$ cat src/rtl/audio_pkg.sv
// Shared audio-path constants and the PCM word type used by the decimators and the I2S transmitter.
package audio_pkg;
  localparam int PCM_WIDTH    = 16;
  localparam int I2S_BCLK_DIV = 4;

  typedef logic [PCM_WIDTH-1:0] pcm_t;
endpackage

$ cat src/rtl/strobe_sync.sv
// Two-flop synchronizer for a slow strobe plus a single-cycle rising-edge pulse.
module strobe_sync (
  input  logic clk,
  input  logic rst_n,
  input  logic strobe_i,
  output logic rise_o
);
  // [0],[1] synchronize; [2] holds the previous synchronized level
  logic [2:0] sync_q;

  always_ff @(posedge clk or negedge rst_n) begin
    if (!rst_n) sync_q <= '0;
    else        sync_q <= {sync_q[1:0], strobe_i};
  end

  assign rise_o = sync_q[1] & ~sync_q[2];
endmodule

$ cat src/rtl/pcm_i2s_tx.sv
// Stereo I2S serializer: one-pair pending buffer, bclk/lrclk generation, MSB-first shifter, sticky flags.
module pcm_i2s_tx
  import audio_pkg::*;
#(
  parameter int WIDTH    = PCM_WIDTH,
  parameter int BCLK_DIV = I2S_BCLK_DIV
) (
  input  logic             clk,
  input  logic             reset,
  input  logic             pcm_stb,
  input  logic [WIDTH-1:0] left,
  input  logic [WIDTH-1:0] right,
  input  logic             clr_flags,
  output logic             bclk,
  output logic             lrclk,
  output logic             sdata,
  output logic             overrun,
  output logic             underrun
);
  localparam int FRAME = 2 * WIDTH;
  localparam int BW    = $clog2(FRAME);
  localparam int DW    = (BCLK_DIV > 1) ? $clog2(BCLK_DIV) : 1;

  typedef struct packed {
    logic [WIDTH-1:0] l;
    logic [WIDTH-1:0] r;
  } pair_t;

  logic             stb_rise;
  logic             wrap, fall, fstart, consume;
  logic [DW-1:0]    div_q, div_d;
  logic [BW-1:0]    bitcnt_q, bitcnt_d;
  logic             bclk_q, bclk_d;
  logic             run_q, run_d;
  logic             lr_q, lr_d;
  logic             sd_q, sd_d;
  logic [FRAME-1:0] shift_q, shift_d;
  pair_t            pend_q, pend_d;
  logic             pend_v_q, pend_v_d;
  logic             primed_q, primed_d;
  logic             ovr_q, ovr_d;
  logic             und_q, und_d;

  strobe_sync u_stb (
    .clk     (clk),
    .rst_n   (reset),
    .strobe_i(pcm_stb),
    .rise_o  (stb_rise)
  );

  assign wrap    = (div_q == DW'(BCLK_DIV - 1));
  assign fall    = wrap & bclk_q;
  // run_q is clear only before the very first falling edge, which starts the first frame
  assign fstart  = fall & (~run_q | (bitcnt_q == BW'(FRAME - 1)));
  assign consume = fstart & pend_v_q;

  always_comb begin
    div_d    = wrap ? '0 : div_q + DW'(1);
    bclk_d   = wrap ? ~bclk_q : bclk_q;
    bitcnt_d = bitcnt_q;
    run_d    = run_q;
    lr_d     = lr_q;
    sd_d     = sd_q;
    shift_d  = shift_q;
    pend_d   = pend_q;
    pend_v_d = pend_v_q;
    primed_d = primed_q;

    if (fall) begin
      run_d    = 1'b1;
      bitcnt_d = fstart ? '0 : bitcnt_q + BW'(1);
      lr_d     = (bitcnt_d >= BW'(WIDTH));
      // sdata lags the shifter by one bclk, which yields the I2S one-bit delay
      sd_d     = shift_q[FRAME-1];
      shift_d  = {shift_q[FRAME-2:0], 1'b0};
    end
    if (fstart) shift_d = consume ? {pend_q.l, pend_q.r} : '0;

    if (stb_rise) begin
      pend_d.l = left;
      pend_d.r = right;
      pend_v_d = 1'b1;
      primed_d = 1'b1;
    end else if (consume) begin
      pend_v_d = 1'b0;
    end

    ovr_d = clr_flags ? 1'b0 : (ovr_q | (stb_rise & pend_v_q & ~consume));
    und_d = clr_flags ? 1'b0 : (und_q | (fstart & ~pend_v_q & primed_q));
  end

  always_ff @(posedge clk or negedge reset) begin
    if (!reset) begin
      div_q    <= '0;
      bclk_q   <= 1'b0;
      bitcnt_q <= '0;
      run_q    <= 1'b0;
      lr_q     <= 1'b1;
      sd_q     <= 1'b0;
      shift_q  <= '0;
      pend_q   <= '0;
      pend_v_q <= 1'b0;
      primed_q <= 1'b0;
      ovr_q    <= 1'b0;
      und_q    <= 1'b0;
    end else begin
      div_q    <= div_d;
      bclk_q   <= bclk_d;
      bitcnt_q <= bitcnt_d;
      run_q    <= run_d;
      lr_q     <= lr_d;
      sd_q     <= sd_d;
      shift_q  <= shift_d;
      pend_q   <= pend_d;
      pend_v_q <= pend_v_d;
      primed_q <= primed_d;
      ovr_q    <= ovr_d;
      und_q    <= und_d;
    end
  end

  assign bclk     = bclk_q;
  assign lrclk    = lr_q;
  assign sdata    = sd_q;
  assign overrun  = ovr_q;
  assign underrun = und_q;
endmodule

$ cat config.mk
export PLATFORM = sky130hd
export DESIGN_NAME = pcm_i2s_tx
export DESIGN_NICKNAME = d
export VERILOG_FILES = /design/src/rtl/audio_pkg.sv /design/src/rtl/strobe_sync.sv /design/src/rtl/pcm_i2s_tx.sv
export SDC_FILE = /design/constraint.sdc
export NUM_CORES = 1
export LEC_CHECK = 0
export ABC_CLOCK_PERIOD_IN_PS = 1600
export CORE_AREA = 2 2 86 88
export DETAILED_ROUTE_END_ITERATION = 6
export DIE_AREA = 0 0 88 90
export PLACE_DENSITY = 0.79
export SLEW_MARGIN = 20
export SYNTH_ARGS = -nofsm -noshare
export SYNTH_HDL_FRONTEND = slang
export SYNTH_SLANG_ARGS = --single-unit
$ cat constraint.sdc
create_clock -name clk -period 1.6 [get_ports clk]
set_clock_uncertainty 0.15 [all_clocks]
set_input_delay 0.24 -clock clk [delete_from_list [all_inputs] [get_ports clk]]
set_output_delay 0.24 -clock clk [all_outputs]
set_load 0.01 [all_outputs]
==> impl_metrics.env <==
export IMPL_netlist_area_leader_share=0.591
export IMPL_viasPerCell=5.36
export IMPL_grt_ovfl_total=0
export IMPL_pin_count=41
export IMPL_diodes=0
export IMPL_hold_class="in2async"
export IMPL_cts_root_buf="clkbuf_8"
export IMPL_synth_area_top_cells="dfrtp_1 (59%), mux2_2 (11%), a31oi_1 (5.7%)"
export IMPL_vdd_ir_drop_max_mv=0.539
export IMPL_cap_violations=0
export IMPL_placementRows=31
export IMPL_async_flop_share=1.00
export IMPL_final_hold_viol_count=0
export IMPL_wl_per_cell_um=15.2
export IMPL_endpoint_kind="flip-flop"
export IMPL_failed_checks="negative setup slack"
export IMPL_synthDistinctLibCells=25
export IMPL_fin_crit_ns=1.80
export IMPL_fin_util=0.623
export IMPL_final_seq_area_um2=2050
export IMPL_netlist_instances=303
export IMPL_drtIter0Drc=186
export IMPL_min_period_over_period=1.12
export IMPL_start_util=0.488
export IMPL_critPathMaxFanout=18
export IMPL_totalWireLength_mm=6.96
export IMPL_multi_input_area_um2=1320
export IMPL_outcome="finished, violations left"
export IMPL_ys_ff_latch=82
export IMPL_grtUsageTotal=0.187
export IMPL_slew_violations=0
export IMPL_fp_dieW_um=88
export IMPL_synthesis_nets=342
export IMPL_required_ns=1.71
export IMPL_path_clk_slew_ns=0.08
export IMPL_path_class="reg2reg"
export IMPL_clockBufferDepth=2
export IMPL_worstSetupStartpointType="flip-flop"
export IMPL_first_global_vias=2474
export IMPL_holdWs_ns=0.0647
export IMPL_cts_inserted_buffers=9
export IMPL_yosysWarnings=0
export IMPL_synth_flop_cell="dfrtp_1"
export IMPL_setup_slack_ns=-0.197
export IMPL_syn_area_um2=3430
export IMPL_setup_viol=39
export IMPL_cts_tree="yes"
export IMPL_worst_r2r_setup_slack_ns=-0.20
export IMPL_dp_hpwl_mm=4.31
export IMPL_cts_max_level=3
export IMPL_crit_arrival_ns=1.91
export IMPL_final_nets=394
export IMPL_portBuffers=40
export IMPL_seq_area_frac_synth=0.599
export IMPL_layout_drive_gt1_share=0.258
export IMPL_rsz0062_at_grt="yes"
export IMPL_n_fill_cell=510
export IMPL_cts_sinks=82
export IMPL_grt_pass1_wl_mm=11.6
export IMPL_dieArea_um2=7920
export IMPL_clkLatencyLatePin_ns=0.35
export IMPL_grt_max_degree=51
export IMPL_worstMarginPinSlew_ns=0.373
export IMPL_ant_nets=0
export IMPL_firstDrtPassIters=5
export IMPL_gp_congestion=0.735
export IMPL_grt_antenna_before_repair=0
export IMPL_dieHeight_um=90
export IMPL_maxSlewHeadroom=0.751
export IMPL_core_um2=7020
export IMPL_drc_errors=0
export IMPL_synth_edff_count=0
export IMPL_max_freq_mhz=556
export IMPL_yosysTopAreaCell="dfrtp_1"
export IMPL_power_leakage_nw=1.85
export IMPL_power_total_mw=4.40
export IMPL_synthToLayoutAreaGrowth_pct=27.6
export IMPL_power_density_nw_per_um2=1010
export IMPL_num_vias=2460
export IMPL_avgSynthCellArea_um2=11.3
## report_power, final
part	internal (mW)	total, mW	switching, mW
clock	0.808	1.53	0.717
sequential	2.29	2.43	0.134
combinational	0.267	0.445	0.178
## path summary, 6_finish.rpt
check,cells past startpoint,endpoint,startpoint
worst min-delay path,2,u_stb.sync_q[0],reset
worst max-delay path,7,shift_q[1],bitcnt_q[1]
worst min register to register,0,u_stb.sync_q[1],u_stb.sync_q[0]
worst max register to register,7,shift_q[1],bitcnt_q[1]
max in group asynchronous,3,pend_q[14],reset
min in group clk,1,u_stb.sync_q[0],pcm_stb
## placed cells by master (no fill, tap or decap), drive strengths merged
cell type | Yosys | routed
mux2 | 32 | 32
nor2b | 3 | 3
a21oi | 1 | 1
dlygate4sd2 | 0 | 5
and3 | 1 | 1
clkinv | 0 | 1
clkbuf | 1 | 14
nand2 | 39 | 39
a22o | 4 | 4
or2 | 1 | 1
dfrtp | 81 | 81
bufinv | 0 | 1
a31oi | 31 | 31
a41oi | 1 | 1
nand3 | 34 | 34
nand2b | 3 | 3
and2 | 1 | 1
nor2 | 34 | 34
o211ai | 1 | 1
dfstp | 1 | 1
inv | 2 | 2
o311ai | 1 | 1
clkdlybuf4s50 | 0 | 34
xor2 | 1 | 1
buf | 23 | 25
ha | 3 | 3
dlygate4sd3 | 0 | 1
o21ai | 4 | 4
## synthesized netlist by cell type (all sizes together) (2+ instances only)
library cell / n
buf: 23
nand2b: 3
ha: 3
a31oi: 31
dfrtp: 81
inv: 2
a22o: 4
nand2: 39
nor2: 34
nor2b: 3
nand3: 34
o21ai: 4
mux2: 32
## routing by layer
layer / GRT usage / up-vias / wire, um
li1: - / 1158 / -
met1: 0.244 / 1220 / 2950
met2: 0.293 / 69 / 3540
met3: 0.0523 / 13 / 317
met4: 0.0756 / 0 / 149
met5: 0 / - / 0
## cell families (layout without fill, tap and decap cells)
logic type,Yosys count,count (layout),synth area share
buffers and inverters,26,83,0.0522
muxes,32,32,0.105
and+or+nand+nor,116,116,0.147
DFF,82,82,0.599
adders and majority gates,3,3,0.0110
xor gates and xnor gates,1,1,0.00256
AOI/OAI and AO/OA,43,43,0.0836
## per-stage QoR
step / instances / cell area [um2] / setup slack [ns] / setup TNS, ns
after floorplan: 303 / 3470 / -0.0554 / -1.88
after CTS: 457 / 4300 / -0.158 / -4.32
final: 459 / 4370 / -0.197 / -5.43
after global placement: 438 / 4010 / -0.123 / -3.58
after detailed placement: 438 / 4010 / -0.221 / -6.56
after global routing: 459 / 4370 / -0.279 / -8.77
## sequential cells by signal, summed over array words and instances, names as in the netlist
| name | count |
|---|---|
| pend_q | 32 |
| sdata | 1 |
| bclk | 1 |
| underrun | 1 |
| run_q | 1 |
| primed_q | 1 |
| pend_v_q | 1 |
| bitcnt_q | 5 |
| lrclk | 1 |
| u_stb.sync_q | 3 |
| overrun | 1 |
| shift_q | 32 |
| div_q | 2 |
## critical path, cell delays in order (launching register included)
cell	delay [ns]
dfrtp_1	0.38
ha_2	0.20
and3_4	0.15
ha_4	0.17
nor2b_4	0.17
buf_6	0.20
nand2_1	0.09
a31oi_1	0.19
## layout make-up
type,instances,share of cell area
flip-flops and latches,82,0.469
clock buffers,14,0.0372
repair buffers,65,0.153
clock inverters,2,0.00801
well taps,99,0.0283
inverters,2,0.00172
multi-input cells,195,0.302
## repair_timing
item | CTS | global route
setup buffers | 2 | 3
setup endpoints to repair | 46 | 41
gates resized for setup | 20 | 13
endpoints found under the hold margin | 82 | 0
pin swaps | 9 | 9
hold buffers | 1 | 0
(Power assumes the default switching activity.)
